## src/rtl/udma_i2c_arb_pkg.sv

```systemverilog
// udma_i2c_arb_pkg
//   Shared definitions for the uDMA I2C command arbiter:
//   - arbiter state encoding
//   - position of the opcode field inside a 32-bit controller command word
//   - I2C controller opcode values (udma_i2c_control command set)
//   - helper that flags the opcodes which end a requester's ownership
package udma_i2c_arb_pkg;

    typedef enum logic [0:0] {
        ST_IDLE  = 1'b0,
        ST_GRANT = 1'b1
    } arb_state_e;

    localparam int unsigned OPC_MSB = 31;
    localparam int unsigned OPC_LSB = 28;

    localparam logic [3:0] I2C_CMD_START   = 4'h0;
    localparam logic [3:0] I2C_CMD_WAIT_EV = 4'h1;
    localparam logic [3:0] I2C_CMD_STOP    = 4'h2;
    localparam logic [3:0] I2C_CMD_RD_ACK  = 4'h4;
    localparam logic [3:0] I2C_CMD_RD_NACK = 4'h6;
    localparam logic [3:0] I2C_CMD_WR      = 4'h8;
    localparam logic [3:0] I2C_CMD_EOT     = 4'h9;
    localparam logic [3:0] I2C_CMD_WAIT    = 4'hA;
    localparam logic [3:0] I2C_CMD_RPT     = 4'hC;
    localparam logic [3:0] I2C_CMD_CFG     = 4'hE;

    // STOP and EOT close a transaction and hand the controller back.
    function automatic logic is_release_op(input logic [3:0] opc);
        return (opc == I2C_CMD_STOP) || (opc == I2C_CMD_EOT);
    endfunction

endpackage

```

## src/rtl/udma_i2c_rr_pick.sv

```systemverilog
// udma_i2c_rr_pick
//   Combinational round-robin picker. Searches req upward starting at
//   last+1, wrapping modulo NB_REQ, and returns the first set index.
//   Ports:
//     req   in  NB_REQ  request vector
//     last  in  IDX_W   index granted most recently
//     found out 1       at least one request is set
//     idx   out IDX_W   selected index (0 when found is low)
module udma_i2c_rr_pick #(
    parameter int unsigned NB_REQ = 2,
    parameter int unsigned IDX_W  = 1
) (
    input  logic [NB_REQ-1:0] req,
    input  logic [IDX_W-1:0]  last,
    output logic              found,
    output logic [IDX_W-1:0]  idx
);

    int unsigned      c;
    logic [IDX_W-1:0] cand;

    always_comb begin
        found = 1'b0;
        idx   = '0;
        c     = 0;
        cand  = '0;
        // last+k never exceeds 2*NB_REQ-1, so one subtraction wraps it.
        for (int unsigned k = 1; k <= NB_REQ; k++) begin
            c = 32'(last) + k;
            if (c >= NB_REQ) begin
                c = c - NB_REQ;
            end
            cand = IDX_W'(c);
            if (!found && req[cand]) begin
                found = 1'b1;
                idx   = cand;
            end
        end
    end

endmodule

```

## src/rtl/udma_i2c_cmd_arbiter.sv

```systemverilog
// udma_i2c_cmd_arbiter
//   Shares one udma_i2c_control between NB_REQ uDMA requester groups.
//   Round-robin at transaction granularity: a granted requester owns the
//   controller until one of its STOP/EOT commands is accepted.
//   Ports:
//     clk_i, rstn_i, sw_rst_i          clock, async active-low reset, soft reset
//     req_cmd_*  (NB_REQ groups)       command streams from requesters
//     req_tx_*   (NB_REQ groups)       TX byte streams from requesters
//     req_rx_*                         RX byte stream back to the owner
//     req_eot_o                        end-of-transfer pulse to the owner
//     ctrl_*                           single port set towards the controller
//     owner_valid_o, owner_idx_o       current grant status
module udma_i2c_cmd_arbiter
    import udma_i2c_arb_pkg::*;
#(
    parameter int unsigned NB_REQ = 2,
    // derived from NB_REQ; leave at its default
    parameter int unsigned IDX_W  = (NB_REQ > 1) ? $clog2(NB_REQ) : 1
) (
    input  logic                  clk_i,
    input  logic                  rstn_i,
    input  logic                  sw_rst_i,

    input  logic [NB_REQ*32-1:0]  req_cmd_i,
    input  logic [NB_REQ-1:0]     req_cmd_valid_i,
    output logic [NB_REQ-1:0]     req_cmd_ready_o,

    input  logic [NB_REQ*8-1:0]   req_tx_data_i,
    input  logic [NB_REQ-1:0]     req_tx_valid_i,
    output logic [NB_REQ-1:0]     req_tx_ready_o,

    output logic [7:0]            req_rx_data_o,
    output logic [NB_REQ-1:0]     req_rx_valid_o,
    input  logic [NB_REQ-1:0]     req_rx_ready_i,

    output logic [NB_REQ-1:0]     req_eot_o,

    output logic [31:0]           ctrl_cmd_o,
    output logic                  ctrl_cmd_valid_o,
    input  logic                  ctrl_cmd_ready_i,

    output logic [7:0]            ctrl_tx_data_o,
    output logic                  ctrl_tx_valid_o,
    input  logic                  ctrl_tx_ready_i,

    input  logic [7:0]            ctrl_rx_data_i,
    input  logic                  ctrl_rx_valid_i,
    output logic                  ctrl_rx_ready_o,

    input  logic                  ctrl_eot_i,

    output logic                  owner_valid_o,
    output logic [IDX_W-1:0]      owner_idx_o
);

    arb_state_e       state;
    logic [IDX_W-1:0] r_gnt;
    logic [IDX_W-1:0] r_last;

    logic             pick_found;
    logic [IDX_W-1:0] pick_idx;
    logic             release_beat;

    logic [31:0] cmd_arr [NB_REQ];
    logic [7:0]  tx_arr  [NB_REQ];

    for (genvar i = 0; i < NB_REQ; i++) begin : g_unpack
        assign cmd_arr[i] = req_cmd_i[32*i +: 32];
        assign tx_arr[i]  = req_tx_data_i[8*i +: 8];
    end

    udma_i2c_rr_pick #(
        .NB_REQ (NB_REQ),
        .IDX_W  (IDX_W)
    ) u_pick (
        .req   (req_cmd_valid_i),
        .last  (r_last),
        .found (pick_found),
        .idx   (pick_idx)
    );

    assign release_beat = (state == ST_GRANT) && ctrl_cmd_valid_o && ctrl_cmd_ready_i &&
                          is_release_op(ctrl_cmd_o[OPC_MSB:OPC_LSB]);

    always_ff @(posedge clk_i or negedge rstn_i) begin
        if (!rstn_i) begin
            state  <= ST_IDLE;
            r_gnt  <= '0;
            r_last <= IDX_W'(NB_REQ - 1);
        end else if (sw_rst_i) begin
            state  <= ST_IDLE;
            r_gnt  <= '0;
            r_last <= IDX_W'(NB_REQ - 1);
        end else begin
            case (state)
                ST_IDLE: begin
                    if (pick_found) begin
                        r_gnt <= pick_idx;
                        state <= ST_GRANT;
                    end
                end
                ST_GRANT: begin
                    if (release_beat) begin
                        r_last <= r_gnt;
                        state  <= ST_IDLE;
                    end
                end
                default: state <= ST_IDLE;
            endcase
        end
    end

    assign req_rx_data_o = ctrl_rx_data_i;

    always_comb begin
        ctrl_cmd_o       = '0;
        ctrl_cmd_valid_o = 1'b0;
        ctrl_tx_data_o   = '0;
        ctrl_tx_valid_o  = 1'b0;
        ctrl_rx_ready_o  = 1'b0;
        req_cmd_ready_o  = '0;
        req_tx_ready_o   = '0;
        req_rx_valid_o   = '0;
        req_eot_o        = '0;
        owner_valid_o    = 1'b0;
        owner_idx_o      = '0;
        if (state == ST_GRANT) begin
            ctrl_cmd_o              = cmd_arr[r_gnt];
            ctrl_cmd_valid_o        = req_cmd_valid_i[r_gnt];
            req_cmd_ready_o[r_gnt]  = ctrl_cmd_ready_i;
            ctrl_tx_data_o          = tx_arr[r_gnt];
            ctrl_tx_valid_o         = req_tx_valid_i[r_gnt];
            req_tx_ready_o[r_gnt]   = ctrl_tx_ready_i;
            req_rx_valid_o[r_gnt]   = ctrl_rx_valid_i;
            ctrl_rx_ready_o         = req_rx_ready_i[r_gnt];
            req_eot_o[r_gnt]        = ctrl_eot_i;
            owner_valid_o           = 1'b1;
            owner_idx_o             = r_gnt;
        end
    end

endmodule

```

## config.mk

```make
export PLATFORM = sky130hd
export DESIGN_NAME = udma_i2c_cmd_arbiter
export DESIGN_NICKNAME = d
export VERILOG_FILES = /design/src/rtl/udma_i2c_arb_pkg.sv /design/src/rtl/udma_i2c_rr_pick.sv /design/src/rtl/udma_i2c_cmd_arbiter.sv
export SDC_FILE = /design/constraint.sdc
export NUM_CORES = 1
export LEC_CHECK = 0
export ABC_CLOCK_PERIOD_IN_PS = 1800
export CAP_MARGIN = 40
export CORE_ASPECT_RATIO = 0.9
export CORE_MARGIN = 2
export CORE_UTILIZATION = 23
export DETAILED_ROUTE_END_ITERATION = 10
export PLACE_DENSITY = 0.85
export SLEW_MARGIN = 5
export SYNTH_ARGS = -nofsm -noshare
export SYNTH_HDL_FRONTEND = slang
export SYNTH_SLANG_ARGS = --single-unit
```

## constraint.sdc

```tcl
create_clock -name clk_i -period 1.8 [get_ports clk_i]
set_input_delay 0.27 -clock clk_i [delete_from_list [all_inputs] [get_ports clk_i]]
set_output_delay 0.27 -clock clk_i [all_outputs]
set_load 0.005 [all_outputs]
```

---- Word level (Yosys, flattened, before mapping) ----
Index checks and enable logic that the tools add are counted.
W data, S select, Z words.
word-level totals
  flip-flop bits (word level) ............. 3
  input bits .............................. 101
  output and inout bits ................... 61
  logic and storage cells ................. 80
cells by class
  add/sub/neg operators ................... 4
  $lt $le $gt $ge ......................... 7
  equality and inequality tests ........... 3
  mux-type cells .......................... 45
  bitwise operators ....................... 6
  reductions and logical operators ........ 12
operators with widths
  cell                   count
  $mux W32               4
  $mux W8                4
  $mux W1                31
  $and A2 B2 Y2          4
  $mux W2                4
  $lt A1 B2 Y1 const B   3
  $reduce_bool A2 Y1     3
  $logic_and A1 B1 Y1    5
  $eq A4 B2 Y1 const B   1
  $eq A4 B4 Y1 const B   1
  $ge A2 B2 Y1 const B   2
  $reduce_and A2 Y1      2
  $add A1 B2 Y3 const B  1
  $ge A3 B2 Y1 const B   1
  $add A1 B1 Y2 const B  1
  $ne A2 B2 Y1 const B   1
  $not A1 Y2             1
  $pmux W1 S2            1
  $sub A1 B1 Y1 const B  2
  $demux W1 S1           1
  $ge A1 B1 Y1 const B   1
  $logic_not A1 Y1       1
  $logic_or A1 B1 Y1     1
  $not A1 Y1             1

---- Depth between registers and ports, before layout ----
  word-level depth ........................ 12
  gate-level depth with buffers ........... 6
  depth with buffers taken out ............ 4

---- Hierarchy ----
Synthesis repeated with hierarchy kept, for this count alone.
unflattened totals
  cell total of the unflattened synthesis .. 132
  area total of the unflattened synthesis .. 1056.0 sq um
modules (own cells, without submodules)
  module                instances  cells each  area each (sq um)  seq. area each (sq um)
  udma_i2c_cmd_arbiter  1          130         1042.2             76.3
  udma_i2c_rr_pick      1          2           13.8               0.0

---- Worst setup path after synthesis ----
OpenSTA, ideal clock, no wires.
  path kind ............................... register to register
  from .................................... register r_gnt
  to ...................................... register r_last
  library setup time ...................... 0.075 ns
  arrival ................................. 1.342 ns
  data required time ...................... 1.725 ns
  slack ................................... 0.383 ns
  stages on the path, launching flop included .. 6
  buffers on the path ..................... 1
  period minus slack after synthesis ...... 1.417 ns
  cell sequence ........................... dfrtp_1 buf_6 mux2i_1 or3b_1 a21oi_2 mux2i_1
between the ends
  longest elaborated chain between the ends .. 10
  elaborated cells between the ends (all ways) .. 19
  classes of those cells .................. 2 x eq/ne; 10 x mux; 1 x bitwise; 6 x reduce/logical
ends and longest elaborated chain
  item                                                 line                         RTL
  start: declaration                                   udma_i2c_cmd_arbiter.sv:57   logic [IDX_W-1:0] r_gnt;
  start signal: assignment                             udma_i2c_cmd_arbiter.sv:98   r_gnt <= pick_idx;
  $not A1 Y2 (not written as such)                     udma_i2c_cmd_arbiter.sv:128  ctrl_cmd_o = cmd_arr[r_gnt];
  $mux W32 (not written as such) (3 in series)         udma_i2c_cmd_arbiter.sv:128
  $mux W32                                             udma_i2c_cmd_arbiter.sv:127  if (state == ST_GRANT) begin
  $eq A4 B2 Y1 / $eq A4 B4 Y1 (equally long branches)  udma_i2c_arb_pkg.sv:30       return (opc == I2C_CMD_STOP) || (opc == I2C_CMD_EOT);
  $logic_or A1 B1 Y1                                   udma_i2c_arb_pkg.sv:30
  $logic_and A1 B1 Y1                                  udma_i2c_cmd_arbiter.sv:82   assign release_beat = (state == ST_GRANT) && ctrl_cmd_valid_o && ctrl_cmd_ready_i &&
  $reduce_bool A2 Y1 (no line)                         n/a
  $reduce_and A2 Y1 (no line)                          n/a
  end signal: assignment                               udma_i2c_cmd_arbiter.sv:89   r_last <= IDX_W'(NB_REQ - 1);
  end signal: assignment                               udma_i2c_cmd_arbiter.sv:93   r_last <= IDX_W'(NB_REQ - 1);
  end signal: assignment                               udma_i2c_cmd_arbiter.sv:104  r_last <= r_gnt;
  end: declaration                                     udma_i2c_cmd_arbiter.sv:58   logic [IDX_W-1:0] r_last;
Several ways; a longest one is shown, not always the timed one. The select of a mux whose other input is x is not followed.
A chain may end at the register's enable or synchronous reset.

---- Worst setup path in the final report ----
  from .................................... register r_gnt
  to ...................................... output port owner_idx_o
between the ends
  longest elaborated chain between the ends .. 1
ends and longest elaborated chain
  item              line                         RTL
  $mux W1           udma_i2c_cmd_arbiter.sv:127
  end: declaration  udma_i2c_cmd_arbiter.sv:53   output logic [IDX_W-1:0] owner_idx_o
Every way passes these cells.

==> PnR_summary.wiki <==
{| class="wikitable"
! Metric !! Value
|-
| Row cnt || 23
|-
| Commonest cells after routing, fill and taps aside || sky130_fd_sc_hd__clkdlybuf4s50_1 (93), sky130_fd_sc_hd__dlygate4sd2_1 (45), sky130_fd_sc_hd__nor2b_1 (42), sky130_fd_sc_hd__mux2i_1 (41), sky130_fd_sc_hd__buf_4 (7)
|-
| Maximum number of pins on one net before global-route repair || 26
|-
| Sum of overflow across all layers after global routing || 0
|-
| Residual DRC || 0
|-
| Worst Hold Margin || approximately 0.24 ns
|-
| Final Routed Wirelength || 4.17 mm
|-
| Kind of start point of the critical path || register
|-
| Dpl hpwl || 3.50 mm
|-
| Placed cell area || 2540 um2
|-
| Fin crit period || 1.73 ns
|-
| Worst Skew || ~0.0008 ns
|-
| Arrival time of data at the critical path endpoint || 1.46 ns
|-
| Buffers added on ports || about 150
|-
| MaxCap Viol Count || 0
|-
| Most frequent standard cell in the layout excluding fill and tap cells || sky130_fd_sc_hd__clkdlybuf4s50_1
|-
| Final setup violation count || 0
|-
| RSZ-0062 raised after global routing || false
|-
| Share of final-layout standard cells stronger than drive strength 1 || 0.112
|-
| Router iterations before antenna repair || 3
|-
| Number of clock sinks seen by CTS || 3
|-
| Worst min-delay path class || in -> async
|-
| Via count of the first global-routing pass || ~1400
|-
| Worst-Skew Late Latency || between 0.2 and 0.25 ns
|-
| Worst-path clk slew || approximately 0.030 ns
|-
| Ant diodes || 0
|-
| Buffer levels on the longest clock path || 2
|-
| Number of vias per cell || about 4.2
|-
| CTS buffer count || 3
|-
| Reg-to-Reg Start || r_gnt
|-
| Cells along the critical path || buf_4 -> buf_12 -> buf_4 -> and2_1 -> dlygate4sd2_1
|-
| Largest incremental delay on the critical path || between 0.4 and 0.5 ns
|-
| PD cells || between 300 and 400 nW/um2
|-
| Post-synthesis area per instance || approximately 7.9 um2
|-
| Antenna-violating nets left || 0
|-
| Area inside the core boundary || 4430 um2
|-
| Depth of the CTS H-tree || 1
|-
| Floorplan die area || just over 5000 um2
|-
| Worst-path cell with the longest stage delay || sky130_fd_sc_hd__dfrtp_2
|-
| First-pass GRT wire length || roughly 5.9 mm
|-
| Share of synthesized area occupied by flip-flops and latches || 0.0728
|-
| Outcome || complete, no violations
|-
| Required time of the worst setup path || roughly 1.5 ns
|-
| Total design power || 813 uW
|-
| Post-synthesis to final-layout area growth || 149%
|-
| DR WL/cell || 12.3 um
|-
| CP Max Fanout || 9
|-
| Clock tree from TritonCTS || done
|-
| Final Wtd Congestion || 0.679
|-
| Number of instances in the synthesized netlist || approximately 130
|-
| CTS Root Buffer Type || sky130_fd_sc_hd__clkbuf_8
|-
| Slew at the pin with the worst max-slew slack || about 0.23 ns
|-
| Setup slack of the most critical reg-to-reg path || 0.17 ns
|-
| Number of flops mapped to enable cells by yosys || 0
|-
| Chip Height || just under 70 um
|-
| Summed instance area of the synthesized netlist || between 1000 and 1500 um2
|-
| Synthesis-stage register bit count || 3
|-
| Routed vias || approximately 1400
|-
| Number of nets in the final layout || around 380
|-
| Sum Neg Setup Slack || 0 ns
|-
| Worst-case headroom to the max-slew limit || 0.844
|-
| Leakage power || about 1.2 nW
|-
| Number of antenna violations at the first check in global routing || 0
|-
| Kind of end point of the critical path || primary output
|-
| Cell variety after synth || 21
|-
| Worst slack at placement || 0.0249 ns
|-
| Most used flip-flop cell after synthesis || sky130_fd_sc_hd__dfrtp_1
|-
| Global router's overall resource usage || 0.144
|-
| Final hold violation count || 0
|-
| Most common cell on crit path || sky130_fd_sc_hd__buf_4
|-
| Final worst path period share || 0.961
|-
| Worst r2r dst || r_last
|-
| Async set-reset flop share out of synthesis || 1.00
|-
| Number of fill cells || between 400 and 500
|-
| Initial standard-cell utilization of the core || 0.237
|-
| Type of the worst setup path || reg -> out
|-
| Number of placed I/O pins || 162
|-
| Least setup slack across all paths after layout || 0.0710 ns
|-
| Die boundary width || about 75 um
|-
| VDD IR-drop max || about 0.66 mV
|-
| Post-synth net total || ~230
|-
| Area of all placed cells without fillers || 2610 um2
|-
| Final Max Slew Viols || 0
|-
| Number of cells on the worst reg-to-reg path || 5
|-
| Max frequency || just under 600 MHz
|-
| Total number of yosys warnings || 0
|-
| DRT iter0 DRCs || 10
|}
## final cells by class
| type | instances | area, um2 | share of cell area |
|---|---|---|---|
| repair buffers | 159 | 1530 | 0.587 |
| multi-input cells | 109 | 873 | 0.334 |
| flip-flops and latches | 3 | 78.8 | 0.0302 |
| well taps | 62 | 77.6 | 0.0297 |
| clock buffers | 4 | 45.0 | 0.0172 |
| inverters | 1 | 3.75 | 0.00144 |
## worst max path at each step
stage	startpoint	end	slack (ns)	depth (start not counted)
2_1_floorplan	r_gnt	r_last	0.38	5
3_3_place_gp	req_cmd_valid_i[1]	ctrl_cmd_valid_o	0.04	4
3_5_place_dp	r_gnt	ctrl_cmd_o[29]	0.02	4
4_1_cts	r_gnt	ctrl_cmd_o[14]	-0.08	4
5_1_grt	r_gnt	ctrl_cmd_o[29]	0.007	4
6_report	r_gnt	owner_idx_o	0.07	5
## worst max-delay path, delay by kind of cell (launching register included)
family	cells	cell delay, ns
flops	1	0.43
buf+inv	4	0.67
simple gates	1	0.14
## repair_timing
| action | CTS | global route |
|---|---|---|
| endpoints found under the setup margin | 51 | 2 |
| resized for setup | 76 | 3 |
| hold buffers | 0 | 0 |
| pin swaps | 0 | 0 |
| setup buffers | 8 | 0 |
## power by group
part | total [mW] | internal [mW] | switching, mW
registers | 0.0777 | 0.0720 | 0.00569
logic | 0.544 | 0.376 | 0.168
clock network | 0.191 | 0.151 | 0.0405
## per-layer routing
layer / GRT usage / part of all wire
met1: 0.165 / 0.37
met2: 0.277 / 0.53
met3: 0.0353 / 0.10
met4: 0.0132 / 0
met5: 0 / 0
## metrics by stage
step,util,std cells
after floorplan,-,132
after global placement,0.573,326
after detailed placement,0.573,326
after CTS,0.589,338
after global routing,0.589,338
final,0.589,338
## flip-flops by register name (all words and copies together) (netlist names)
| register | flops |
|---|---|
| state | 1 |
| r_last | 1 |
| r_gnt | 1 |
## synth_stat cells, types with 2 or more instances
| cell type | count | area (um2) |
|---|---|---|
| sky130_fd_sc_hd__mux2i_1 | 44 | 440 |
| sky130_fd_sc_hd__nor2b_1 | 43 | 269 |
| sky130_fd_sc_hd__buf_4 | 11 | 82.6 |
| sky130_fd_sc_hd__and2_1 | 5 | 31.3 |
| sky130_fd_sc_hd__clkbuf_1 | 5 | 18.8 |
| sky130_fd_sc_hd__and3_1 | 4 | 25.0 |
| sky130_fd_sc_hd__buf_2 | 2 | 10.0 |
| sky130_fd_sc_hd__dfrtp_1 | 2 | 50.1 |
| sky130_fd_sc_hd__nand3b_1 | 2 | 15.0 |
| sky130_fd_sc_hd__nor2_1 | 2 | 7.51 |
| sky130_fd_sc_hd__nor3_1 | 2 | 10.0 |
## kinds of logic (layout without fill, tap and decap cells)
group	Yosys count	count (layout)	synth area share
AOI/OAI and AO/OA	3	3	0.0179
buffers and inverters	20	164	0.121
DFF	3	3	0.0728
muxes	44	44	0.420
and+or+nand+nor	62	62	0.369
Note: power is estimated with default switching activity, not from simulation.
